### config.mk
export PLATFORM = sky130hd
export DESIGN_NAME = regs_jtag_arbiter_flat
export DESIGN_NICKNAME = d
export VERILOG_FILES = /design/src/rtl/regs_jtag_arbiter_pkg.sv /design/src/rtl/regs_jtag_arbiter_if.sv /design/src/rtl/regs_arb_starve_cnt.sv /design/src/rtl/regs_jtag_arbiter.sv /design/src/flat_wrapper.sv
export SDC_FILE = /design/constraint.sdc
export NUM_CORES = 1
export LEC_CHECK = 0
export ABC_AREA = 1
export ABC_CLOCK_PERIOD_IN_PS = 3860
export CAP_MARGIN = 30
export CORE_UTILIZATION = 45
export CTS_BUF_LIST = sky130_fd_sc_hd__clkbuf_8
export CTS_CLUSTER_SIZE = 16
export DETAILED_ROUTE_END_ITERATION = 8
export PLACE_DENSITY = 0.84
export SETUP_SLACK_MARGIN = 0.4
export SYNTH_ARGS = -nofsm -noshare
export SYNTH_HDL_FRONTEND = slang
export SYNTH_SLANG_ARGS = --single-unit
### constraint.sdc
create_clock -name clk -period 3.86 [get_ports clk]
set_input_delay 0.772 -clock clk [delete_from_list [all_inputs] [get_ports clk]]
set_output_delay 0.772 -clock clk [all_outputs]
set_load 0.005 [all_outputs]
### src/rtl/regs_jtag_arbiter_pkg.sv
// Shared constants, state encoding and helpers for the register-file JTAG arbiter.
// The starvation-halt option is selected with REGS_ARB_STARVE_HALT_EN.
package regs_jtag_arbiter_pkg;

  localparam int REG_ADDR_BUS     = 5;
  localparam int REG_BUS          = 32;
  localparam int STARVE_LIMIT_DEF = 16;

  typedef enum logic [1:0] {
    ARB_IDLE = 2'b00,
    ARB_PEND = 2'b01,
    ARB_ACK  = 2'b10
  } arb_state_e;

  function automatic int unsigned cnt_width(input int unsigned limit);
    return $clog2(limit + 1);
  endfunction

endpackage

### src/rtl/regs_jtag_arbiter_if.sv
// JTAG debug access channel: request/capture fields from the host, ack/read data/busy back.
interface regs_jtag_arbiter_if #(
  parameter int ADDR_W = 5,
  parameter int DATA_W = 32
);
  logic              jtag_req_i;
  logic              jtag_we_i;
  logic [ADDR_W-1:0] jtag_addr_i;
  logic [DATA_W-1:0] jtag_wdata_i;
  logic              jtag_ack_o;
  logic [DATA_W-1:0] jtag_rdata_o;
  logic              jtag_busy_o;

  modport master (
    output jtag_req_i, jtag_we_i, jtag_addr_i, jtag_wdata_i,
    input  jtag_ack_o, jtag_rdata_o, jtag_busy_o
  );

  modport slave (
    input  jtag_req_i, jtag_we_i, jtag_addr_i, jtag_wdata_i,
    output jtag_ack_o, jtag_rdata_o, jtag_busy_o
  );
endinterface

### src/rtl/regs_arb_starve_cnt.sv
// Saturating count of stalled JTAG-write cycles plus registered halt request.
// Only instantiated when REGS_ARB_STARVE_HALT_EN is defined.
module regs_arb_starve_cnt
  import regs_jtag_arbiter_pkg::*;
#(
  parameter int unsigned LIMIT = STARVE_LIMIT_DEF
) (
  input  logic clk,
  input  logic rst,
  input  logic stall_i,
  output logic halt_o
);

  localparam int unsigned      CNT_W   = cnt_width(LIMIT);
  localparam logic [CNT_W-1:0] LIMIT_C = CNT_W'(LIMIT);

  logic [CNT_W-1:0] cnt_q, cnt_d;
  logic             halt_q, halt_d;

  // A non-stalled cycle means the write issued or PEND was left, so both clear.
  always_comb begin
    cnt_d  = '0;
    halt_d = 1'b0;
    if (stall_i) begin
      cnt_d  = (cnt_q == LIMIT_C) ? cnt_q : cnt_q + CNT_W'(1);
      halt_d = (cnt_q == LIMIT_C);
    end
  end

  always_ff @(posedge clk) begin
    if (rst) begin
      cnt_q  <= '0;
      halt_q <= 1'b0;
    end else begin
      cnt_q  <= cnt_d;
      halt_q <= halt_d;
    end
  end

  assign halt_o = halt_q;

endmodule

### src/rtl/regs_jtag_arbiter.sv
// Shares the register-file write/debug-read ports between core writeback and JTAG.
// Define REGS_ARB_STARVE_HALT_EN to build the starvation counter and halt request.
module regs_jtag_arbiter
  import regs_jtag_arbiter_pkg::*;
#(
  parameter int ADDR_W       = REG_ADDR_BUS,
  parameter int DATA_W       = REG_BUS,
  parameter int STARVE_LIMIT = STARVE_LIMIT_DEF
) (
  input  logic                 clk,
  input  logic                 rst,
  input  logic                 ex_we_i,
  input  logic [ADDR_W-1:0]    ex_waddr_i,
  input  logic [DATA_W-1:0]    ex_wdata_i,
  regs_jtag_arbiter_if.slave   jtag,
  output logic                 rf_we_o,
  output logic [ADDR_W-1:0]    rf_waddr_o,
  output logic [DATA_W-1:0]    rf_wdata_o,
  output logic [ADDR_W-1:0]    rf_raddr_o,
  input  logic [DATA_W-1:0]    rf_rdata_i,
  output logic                 halt_req_o
);

  arb_state_e        state_q, state_d;
  logic              cap_we_q, cap_we_d;
  logic [ADDR_W-1:0] cap_addr_q, cap_addr_d;
  logic [DATA_W-1:0] cap_wdata_q, cap_wdata_d;
  logic [DATA_W-1:0] rdata_q, rdata_d;
  logic              ack_q, ack_d;
  logic              busy_q, busy_d;

  logic in_pend;
  logic cap_wr_nz;
  logic jtag_wr_issue;
  logic stall;

  always_comb begin
    in_pend       = (state_q == ARB_PEND);
    cap_wr_nz     = cap_we_q && (cap_addr_q != '0);
    // Gated by rst so a reset landing in PEND never commits the captured write.
    jtag_wr_issue = in_pend && cap_wr_nz && !ex_we_i && !rst;
    stall         = in_pend && cap_wr_nz && ex_we_i;
  end

  always_comb begin
    rf_we_o    = 1'b0;
    rf_waddr_o = cap_addr_q;
    rf_wdata_o = cap_wdata_q;
    if (ex_we_i) begin
      rf_we_o    = 1'b1;
      rf_waddr_o = ex_waddr_i;
      rf_wdata_o = ex_wdata_i;
    end else if (jtag_wr_issue) begin
      rf_we_o = 1'b1;
    end
  end

  assign rf_raddr_o = (state_q == ARB_IDLE) ? '0 : cap_addr_q;

  always_comb begin
    state_d     = state_q;
    cap_we_d    = cap_we_q;
    cap_addr_d  = cap_addr_q;
    cap_wdata_d = cap_wdata_q;
    rdata_d     = rdata_q;
    ack_d       = 1'b0;
    case (state_q)
      ARB_IDLE: begin
        if (jtag.jtag_req_i) begin
          cap_we_d    = jtag.jtag_we_i;
          cap_addr_d  = jtag.jtag_addr_i;
          cap_wdata_d = jtag.jtag_wdata_i;
          state_d     = ARB_PEND;
        end
      end
      ARB_PEND: begin
        if (!cap_we_q) begin
          // Forward a same-cycle ex write so the read sees the newest value.
          if (cap_addr_q == '0)
            rdata_d = '0;
          else if (ex_we_i && (ex_waddr_i == cap_addr_q))
            rdata_d = ex_wdata_i;
          else
            rdata_d = rf_rdata_i;
          state_d = ARB_ACK;
          ack_d   = 1'b1;
        end else if (!stall) begin
          state_d = ARB_ACK;
          ack_d   = 1'b1;
        end
      end
      ARB_ACK:  state_d = ARB_IDLE;
      default:  state_d = ARB_IDLE;
    endcase
    busy_d = (state_d != ARB_IDLE);
  end

  always_ff @(posedge clk) begin
    if (rst) begin
      state_q     <= ARB_IDLE;
      cap_we_q    <= 1'b0;
      cap_addr_q  <= '0;
      cap_wdata_q <= '0;
      rdata_q     <= '0;
      ack_q       <= 1'b0;
      busy_q      <= 1'b0;
    end else begin
      state_q     <= state_d;
      cap_we_q    <= cap_we_d;
      cap_addr_q  <= cap_addr_d;
      cap_wdata_q <= cap_wdata_d;
      rdata_q     <= rdata_d;
      ack_q       <= ack_d;
      busy_q      <= busy_d;
    end
  end

  assign jtag.jtag_ack_o   = ack_q;
  assign jtag.jtag_rdata_o = rdata_q;
  assign jtag.jtag_busy_o  = busy_q;

`ifdef REGS_ARB_STARVE_HALT_EN
  regs_arb_starve_cnt #(
    .LIMIT (STARVE_LIMIT)
  ) u_starve_cnt (
    .clk     (clk),
    .rst     (rst),
    .stall_i (stall),
    .halt_o  (halt_req_o)
  );
`else
  assign halt_req_o = 1'b0;
`endif

endmodule

### src/flat_wrapper.sv
// flat-port wrapper written by rule: the top's interface ports become plain ports
module regs_jtag_arbiter_flat import regs_jtag_arbiter_pkg::*;
#(
  parameter int ADDR_W       = REG_ADDR_BUS,
  parameter int DATA_W       = REG_BUS,
  parameter int STARVE_LIMIT = STARVE_LIMIT_DEF
)
  (clk, rst, ex_we_i, ex_waddr_i, ex_wdata_i, rf_we_o, rf_waddr_o, rf_wdata_o, rf_raddr_o, rf_rdata_i, halt_req_o, jtag_jtag_req_i, jtag_jtag_we_i, jtag_jtag_addr_i, jtag_jtag_wdata_i, jtag_jtag_ack_o, jtag_jtag_rdata_o, jtag_jtag_busy_o);
  regs_jtag_arbiter_if #(.ADDR_W(ADDR_W), .DATA_W(DATA_W)) jtag_i ();
  input  logic clk;
  input  logic rst;
  input  logic ex_we_i;
  input  logic [ADDR_W-1:0] ex_waddr_i;
  input  logic [DATA_W-1:0] ex_wdata_i;
  output logic rf_we_o;
  output logic [ADDR_W-1:0] rf_waddr_o;
  output logic [DATA_W-1:0] rf_wdata_o;
  output logic [ADDR_W-1:0] rf_raddr_o;
  input  logic [DATA_W-1:0] rf_rdata_i;
  output logic halt_req_o;
  input wire logic [$bits(jtag_i.jtag_req_i)-1:0] jtag_jtag_req_i;
  input wire logic [$bits(jtag_i.jtag_we_i)-1:0] jtag_jtag_we_i;
  input wire logic [$bits(jtag_i.jtag_addr_i)-1:0] jtag_jtag_addr_i;
  input wire logic [$bits(jtag_i.jtag_wdata_i)-1:0] jtag_jtag_wdata_i;
  output wire logic [$bits(jtag_i.jtag_ack_o)-1:0] jtag_jtag_ack_o;
  output wire logic [$bits(jtag_i.jtag_rdata_o)-1:0] jtag_jtag_rdata_o;
  output wire logic [$bits(jtag_i.jtag_busy_o)-1:0] jtag_jtag_busy_o;
  assign jtag_i.jtag_req_i = jtag_jtag_req_i;
  assign jtag_i.jtag_we_i = jtag_jtag_we_i;
  assign jtag_i.jtag_addr_i = jtag_jtag_addr_i;
  assign jtag_i.jtag_wdata_i = jtag_jtag_wdata_i;
  assign jtag_jtag_ack_o = jtag_i.jtag_ack_o;
  assign jtag_jtag_rdata_o = jtag_i.jtag_rdata_o;
  assign jtag_jtag_busy_o = jtag_i.jtag_busy_o;
  regs_jtag_arbiter #(.ADDR_W(ADDR_W), .DATA_W(DATA_W), .STARVE_LIMIT(STARVE_LIMIT)) u_core (.clk(clk), .rst(rst), .ex_we_i(ex_we_i), .ex_waddr_i(ex_waddr_i), .ex_wdata_i(ex_wdata_i), .jtag(jtag_i), .rf_we_o(rf_we_o), .rf_waddr_o(rf_waddr_o), .rf_wdata_o(rf_wdata_o), .rf_raddr_o(rf_raddr_o), .rf_rdata_i(rf_rdata_i), .halt_req_o(halt_req_o));
endmodule
==> metrics.md, run 1 <==
| Metric | Value |
|---|---|
| Outcome | finished, final reports clean |
| Leakage | 2.46 nW |
| Total GRT Usage | 28.4% |
| DRT Pass-1 Iters | 5 |
| Clock buffer depth | 2 |
| Post-CTS setup buffers | 0 |
| Die Ht | 94.6 µm |
| I/O pin count | 189 |
| Post-synth top area cell | dfxtp_1 |
| Hold-fix buffers, CTS | 0 |
| Wire per inst | 14.7 µm |
| Post-Synthesis Cell Area | 0.00386 mm² |
| Final worst path period share | 80.4% |
| Gpl congestion | 0.820 |
| Reg-to-reg startpoint | u_core.cap_addr_q[3] |
| Clk root buf | clkbuf_8 |
| Detailed-route wire length | 12600 µm |
| Via count | 4442 |
| Highest-delay cell along the critical path | clkdlybuf4s50_1 |
| CP endpoint kind | primary output |
| CP arrival | 2330 ps |
| Net count, final | 856 |
| Worst-Skew Late Latency | 340 ps |
| Hold_ws | 468 ps |
| Post-cts repair resize count | 0 |
| Synthesis-to-layout area growth | 54.4% |
| Drt drc | 0 |
| Number of global-route vias before repair | 4165 |
| Post-DRT Antenna Nets | 0 |
| Post-DP HPWL | 8570 µm |
| Hold Startpoint | u_core.jtag.jtag_rdata_o[2] |
| Max-cap violation count | 0 |
| Synth top area cells | dfxtp_1 38%, nand2_1 18%, a21oi_1 7.4% |
| CTS buffer count | 9 |
| Clock skew | 7.62 ps |
| Share of the synthesized area in the top cell type | 38.4% |
| Cell Pwr Density | 341 mW/mm² |
| Max incr delay on CP | 550 ps |
| Synth warn | 0 |
| Seq cells post-synth | 74 |
| Largest net degree at the start of global routing | 74 |
| Rel. slew slack | 43.4% |
| Via density | 5.20 |
| Library cells used by synthesis | 26 |
| Least-Margin Pin Slew | 848 ps |
| Clock slew seen by the registers of the worst setup and hold paths | 80 ps |
| Synth Area per Inst | 6.64 µm² |
| Max frequency | 322 MHz |
| Kind of critical path | in2out |
| Share of layout cells above drive strength 1 | 7.87% |
| Hold EP | u_core.jtag.jtag_rdata_o[2] |
| RSZ-0062 raised after global routing | no |
| Worst endpoint required time | 3090 ps |
| Critical path cell sequence | dlymetal6s2s_1 -> clkinv_1 -> buf_4 -> o21ai_0 -> clkdlybuf4s50_1 |
| DIE AREA | 0.00894 mm² |
| Site row count | 33 |
| Peak VDD IR | 0.229 mV |
| Core area | 0.00826 mm² |
| Fillers | 684 |
| Initial Utilization | 46.7% |
| Die width | 94.6 µm |
| Antenna cells | 0 |
| R2r worst-path depth | 8 |
| Post-Syn Nets | 692 |
| PortBufs | 187 |
| Util after Layout | 72.1% |
| Slew Limit Fails | 0 |
| Hold Vio Cnt, Final | 0 |
| DP Cell Count | 839 |
| Cells after synthesis | 581 |
| Overflow after GRT | 0 |
| Iter 0 DRT Violations | 174 |
| Crit-path max FO | 40 |
| HP Class | reg2reg |
| Final Non-Filler Cells | 855 |
| Min Tclk post-route | 3100 ps |
| Crit path launch type | input pin |
| First-pass GRT wire length | 19800 µm |
| Post-synthesis sequential area ratio | 38.4% |
| Final TNS setup | 0 ps |
| Min-Delay Path Depth | 2 |
| CTS sink cnt | 74 |
| CTS tree | yes |
| R2r setup slk | 1860 ps |
| Worst R2R End | u_core.jtag.jtag_rdata_o[22] |
| Initial antenna violation count | 0 |
| # H-tree levels | 3 |
| Final setup viols | 0 |
-- Yosys cell counts --
library cell,n
inv_1,75
dfxtp_1,74
o21ai_0,37
buf_6,6
nand3_1,23
nor2_4,2
nor3_1,1
inv_2,6
nor2_2,3
or2_4,1
nand4_1,32
nor2_1,13
nand3_2,10
buf_2,12
conb_1,1
clkbuf_1,22
buf_1,1
o31ai_1,1
nand2_2,1
a21oi_1,57
nand2_1,185
a211oi_1,5
a21oi_2,10
buf_4,1
clkinv_2,1
nand3_4,1
-- critical path, delay by kind of cell --
kind                   cells  cell delay, ps
AOI/OAI and AO/OA          1             240
buffers and inverters      4            1300
-- cell usage in the layout (no fill, tap or decap) --
cell | Yosys | final
nand2_1 | 185 | 185
clkdlybuf4s50_1 | 0 | 185
inv_1 | 75 | 75
dfxtp_1 | 74 | 74
a21oi_1 | 57 | 57
o21ai_0 | 37 | 37
nand4_1 | 32 | 32
nand3_1 | 23 | 23
nor2_1 | 13 | 13
nand3_2 | 10 | 10
a21oi_2 | 10 | 10
clkbuf_8 | 0 | 9
buf_4 | 1 | 7
inv_2 | 6 | 6
a211oi_1 | 5 | 5
clkinv_2 | 1 | 4
nor2_4 | 2 | 3
bufinv_16 | 0 | 3
nor2_2 | 3 | 2
clkinv_1 | 0 | 1
or2_4 | 1 | 1
nor3_1 | 1 | 1
o31ai_1 | 1 | 1
nand3_4 | 1 | 1
nand2_2 | 1 | 1
conb_1 | 1 | 1
buf_2 | 12 | 1
dlymetal6s2s_1 | 0 | 1
buf_16 | 0 | 1
-- layout make-up --
cell class / instances / area [µm²] / share of cell area, %
sequential: 74 / 1480 / 24.9
tap: 105 / 131 / 2.21
clock inverter: 7 / 109 / 1.83
multi-input combinational: 383 / 1850 / 31.1
inverter: 82 / 309 / 5.19
clock buffer: 9 / 124 / 2.08
timing repair buffer: 195 / 1950 / 32.7
-- cell families after synthesis --
group                  count (synthesis)  share of synthesized area [%]
AO/OA/AOI/OAI                        110                           15.6
buffers and inverters                124                           13.8
flip-flops                            74                           38.4
other                                  1                         0.0972
AND/OR/NAND/NOR                      272                           32.1
-- power breakdown --
| part | switching [mW] | leakage, nW | internal [mW] | total (mW) |
|---|---|---|---|---|
| Clock | 0.288 | 0.124 | 0.424 | 0.712 |
| Sequential | 0.0255 | 0.605 | 0.808 | 0.833 |
| Combinational | 0.232 | 1.73 | 0.251 | 0.483 |
-- worst max path at each step --
stage | depth (start not counted) | end | from
2_1_floorplan | 5 | rf_wdata_o[22] | ex_we_i
3_3_place_gp | 5 | rf_wdata_o[20] | ex_we_i
3_5_place_dp | 5 | rf_wdata_o[27] | ex_we_i
4_1_cts | 5 | rf_wdata_o[20] | ex_we_i
5_1_grt | 5 | rf_wdata_o[16] | ex_we_i
6_report | 5 | rf_wdata_o[27] | ex_we_i
-- per-layer routing --
layer	wire [µm]	GRT usage (%)
met3	1140	6.60
met1	5190	34.4
met2	6020	48.7
met4	228	10.7
met5	0	0
-- through the flow --
| stage | power (mW) | area [µm²] | worst slack, ps |
|---|---|---|---|
| 3_5_place_dp | 1.33 | 5720 | 449 |
| 4_1_cts | 2.03 | 5950 | 408 |
| 2_1_floorplan | 1.06 | 3860 | 1580 |
| 3_3_place_gp | 1.31 | 5690 | 455 |
| 5_1_grt | 2.12 | 5950 | 638 |
| 6_report | 2.03 | 5950 | 757 |
-- sequential cells by signal, indices dropped and copies added, names as in the netlist --
signal                    flops
u_core.jtag.jtag_rdata_o     32
u_core.cap_addr_q             5
u_core.jtag.jtag_busy_o       1
u_core.cap_we_q               1
u_core.cap_wdata_q           32
u_core.jtag.jtag_ack_o        1
u_core.state_q                2
Note: power is estimated with default switching activity, not from simulation.
==> run 2, diff against run 1 <==
--- a/config.mk
+++ b/config.mk
@@ -6,13 +6,13 @@
 export NUM_CORES = 1
 export LEC_CHECK = 0
 export ABC_AREA = 1
-export ABC_CLOCK_PERIOD_IN_PS = 3860
+export ABC_CLOCK_PERIOD_IN_PS = 3050
 export CAP_MARGIN = 30
-export CORE_UTILIZATION = 45
+export CORE_UTILIZATION = 42
 export CTS_BUF_LIST = sky130_fd_sc_hd__clkbuf_8
 export CTS_CLUSTER_SIZE = 16
 export DETAILED_ROUTE_END_ITERATION = 8
-export PLACE_DENSITY = 0.84
+export PLACE_DENSITY = 0.79
 export SETUP_SLACK_MARGIN = 0.4
 export SYNTH_ARGS = -nofsm -noshare
 export SYNTH_HDL_FRONTEND = slang
==> constraint.sdc (replaced) <==
create_clock -name clk -period 3.05 [get_ports clk]
set_input_delay 0.61 -clock clk [delete_from_list [all_inputs] [get_ports clk]]
set_output_delay 0.61 -clock clk [all_outputs]
set_load 0.005 [all_outputs]
==> run 2 against run 1 <==
Compared with the run above:
- the flow now finishes with violations (design-rule violations)
- combinational power increased by 26%
- clock power increased by 32%
- routed wire length decreased by 0.99%
- critical path type unchanged
- highest routed layer unchanged
==> metrics.md, run 2 (synthesis gave the netlist of run 1 again) <==
| Metric | Value |
|---|---|
| Cell Pwr Density | 433 mW/mm² (+27%) |
| Total GRT Usage | 25.2% (-3.2 points) |
| Post-DP HPWL | 8680 µm (+1.2%) |
| Wire per inst | 14.5 µm (-1.7%) |
| Post-DP Area | 0.00572 mm² (about the same) |
| DRT Pass-1 Iters | 7 (+2) |
| Most common library cell in the layout ignoring fill and taps | nand2_1 |
| CTS sink cnt | 74 (unchanged) |
| CP arrival | 1820 ps (-510 ps) |
| Drt drc | 28 (+28) |
| Core area | 0.00881 mm² (+6.6%) |
| Min Tclk post-route | 2430 ps |
| DIE AREA | 0.00957 mm² (+7.0%) |
| Number of global-route vias before repair | 4207 (+1.0%) |
| Via count | 4461 (+0.43%) |
| Final TNS setup | 0 ps (unchanged) |
| Post-DRT Antenna Nets | 0 (unchanged) |
| Leakage | 2.53 nW (+2.7%) |
| Kind of critical path | in2out |
| Max incr delay on CP | 530 ps (-20 ps) |
| Rel. slew slack | 43.6% (+0.13 points) |
| R2r setup slk | 1110 ps (-750 ps) |
| First-pass GRT wire length | 19500 µm (-1.8%) |
| CP endpoint kind | primary output |
| # H-tree levels | 3 (unchanged) |
| Via density | 5.18 (-0.27%) |
| Die width | 97.8 µm (+3.4%) |
| CP most frequent cell | clkdlybuf4s50_1 |
| Outcome | finished with violations |
| RSZ-0062 raised after global routing | no |
| Antenna cells | 0 (unchanged) |
| Share of layout cells above drive strength 1 | 8.50% (+0.63 points) |
| CTS buffer count | 9 (unchanged) |
| Clk root buf | clkbuf_8 |
| Max-cap violation count | 0 (unchanged) |
| HP Class | reg2reg |
| Overflow after GRT | 0 (unchanged) |
| Design area | 0.00601 mm² (+0.97%) |
| Initial antenna violation count | 0 (unchanged) |
| Multi-input logic area | 0.00185 mm² (unchanged) |
| Peak VDD IR | 0.218 mV (-4.9%) |
| Hold Vio Cnt, Final | 0 (unchanged) |
| Fillers | 773 (+13%) |
| Final Non-Filler Cells | 861 (+0.70%) |
| Crit path launch type | input pin |
| Storage cell area | 0.00148 mm² (unchanged) |
| Clock skew | 7.24 ps (-0.386 ps) |
| Util after Layout | 68.3% (-3.8 points) |
| Net count, final | 859 (+0.35%) |
| Gpl congestion | 0.827 (+0.87%) |
| Hold-fix buffers, CTS | 0 (unchanged) |
| Slew Limit Fails | 0 (unchanged) |
| PortBufs | 187 (unchanged) |
| Highest-delay cell along the critical path | clkdlybuf4s50_1 |
| Max frequency | 411 MHz |
| Worst endpoint required time | 2440 ps (-650 ps) |
| Largest net degree at the start of global routing | 74 (unchanged) |
| Clock buffer depth | 2 (unchanged) |
| Site row count | 34 (+3.0%) |
| Iter 0 DRT Violations | 237 (+36%) |
| Least-Margin Pin Slew | 846 ps (-1.89 ps) |
| PnR Total Power | 2.60 mW (+28%) |
| Clock slew seen by the registers of the worst setup and hold paths | 80 ps (about the same) |
| Final setup viols | 0 (unchanged) |
| Worst-Skew Late Latency | 330 ps (about the same) |
| Initial Utilization | 43.8% (-2.9 points) |
| Detailed-route wire length | 12500 µm (-0.99%) |
| DP Cell Count | 843 (+0.48%) |
| I/O pin count | 189 (unchanged) |
| Failing checks | design-rule violations |
| Critical path cell sequence | clkdlybuf4s50_1 -> inv_1 -> o21ai_0 -> clkdlybuf4s50_1 |
| Final worst path period share | 79.7% |
| Die Ht | 97.8 µm (+3.4%) |
| Crit-path max FO | 2 (-95%) |
| CTS tree | yes |
| Synthesis-to-layout area growth | 55.9% |
| Commonest non-fill, non-tap cells in the layout | 185 x nand2_1, 173 x clkdlybuf4s50_1, 74 x inv_1, 74 x dfxtp_1, 57 x a21oi_1 |
run 2: changes by cell type in the layout (fill, tap and decap cells not counted), moves of 2 or more:
cell             delta
clkdlybuf4s50_1    -12
clkbuf_8            +2
buf_8               +2
o21ai_0            -16
o21ai_1            +16
dlygate4sd2_1      +12
run 2: layout make-up:
type,count,share of cell area (%)
clock buffers,11,2.52
clock inverters,5,1.67
inverters,82,5.18
multi-input cells,383,30.8
flip-flops and latches,74,24.6
well taps,108,2.25
repair buffers,198,33.0
run 2: per-layer routing:
metal	routed length (µm)	vias up	track usage, %
met3	1140	20	5.15
met5	0	-	0
met1	5050	2046	29.9
met2	6040	206	44.0
met4	223	0	10.5
li1	-	2189	-
run 2: timing repair:
action	CTS	global route
setup endpoints to repair	32	21
gates cloned	0	1
setup buffers	0	0
resized for setup	25	7
run 2: report_power, final:
group	switching [mW]	internal (mW)	leakage, nW
Sequential	0.0323	1.02	0.605
Clock	0.355	0.586	0.129
Combinational	0.290	0.317	1.79
run 2: through the flow:
| step | hold slack (ps) | worst slack [ps] |
|---|---|---|
| 6_report | 467 | 618 |
| 5_1_grt | 479 | 545 |
| 4_1_cts | 467 | 345 |
| 3_5_place_dp | 456 | 326 |
| 3_3_place_gp | 452 | 352 |
| 2_1_floorplan | 445 | 1100 |
run 2: worst max-delay path, delay by kind of cell:
kind | cells | cell delay [ps]
buf+inv | 3 | 1050
compound gates | 1 | 160
run 2: worst paths after layout:
kind / endpoint / startpoint / cells after the start
worst max-delay path: rf_wdata_o[24] / ex_wdata_i[24] / 4
worst min-delay path: u_core.cap_wdata_q[29] / u_core.cap_wdata_q[29] / 2
worst min register to register: u_core.cap_wdata_q[29] / u_core.cap_wdata_q[29] / 2
worst max register to register: u_core.jtag.jtag_rdata_o[27] / u_core.cap_addr_q[2] / 8
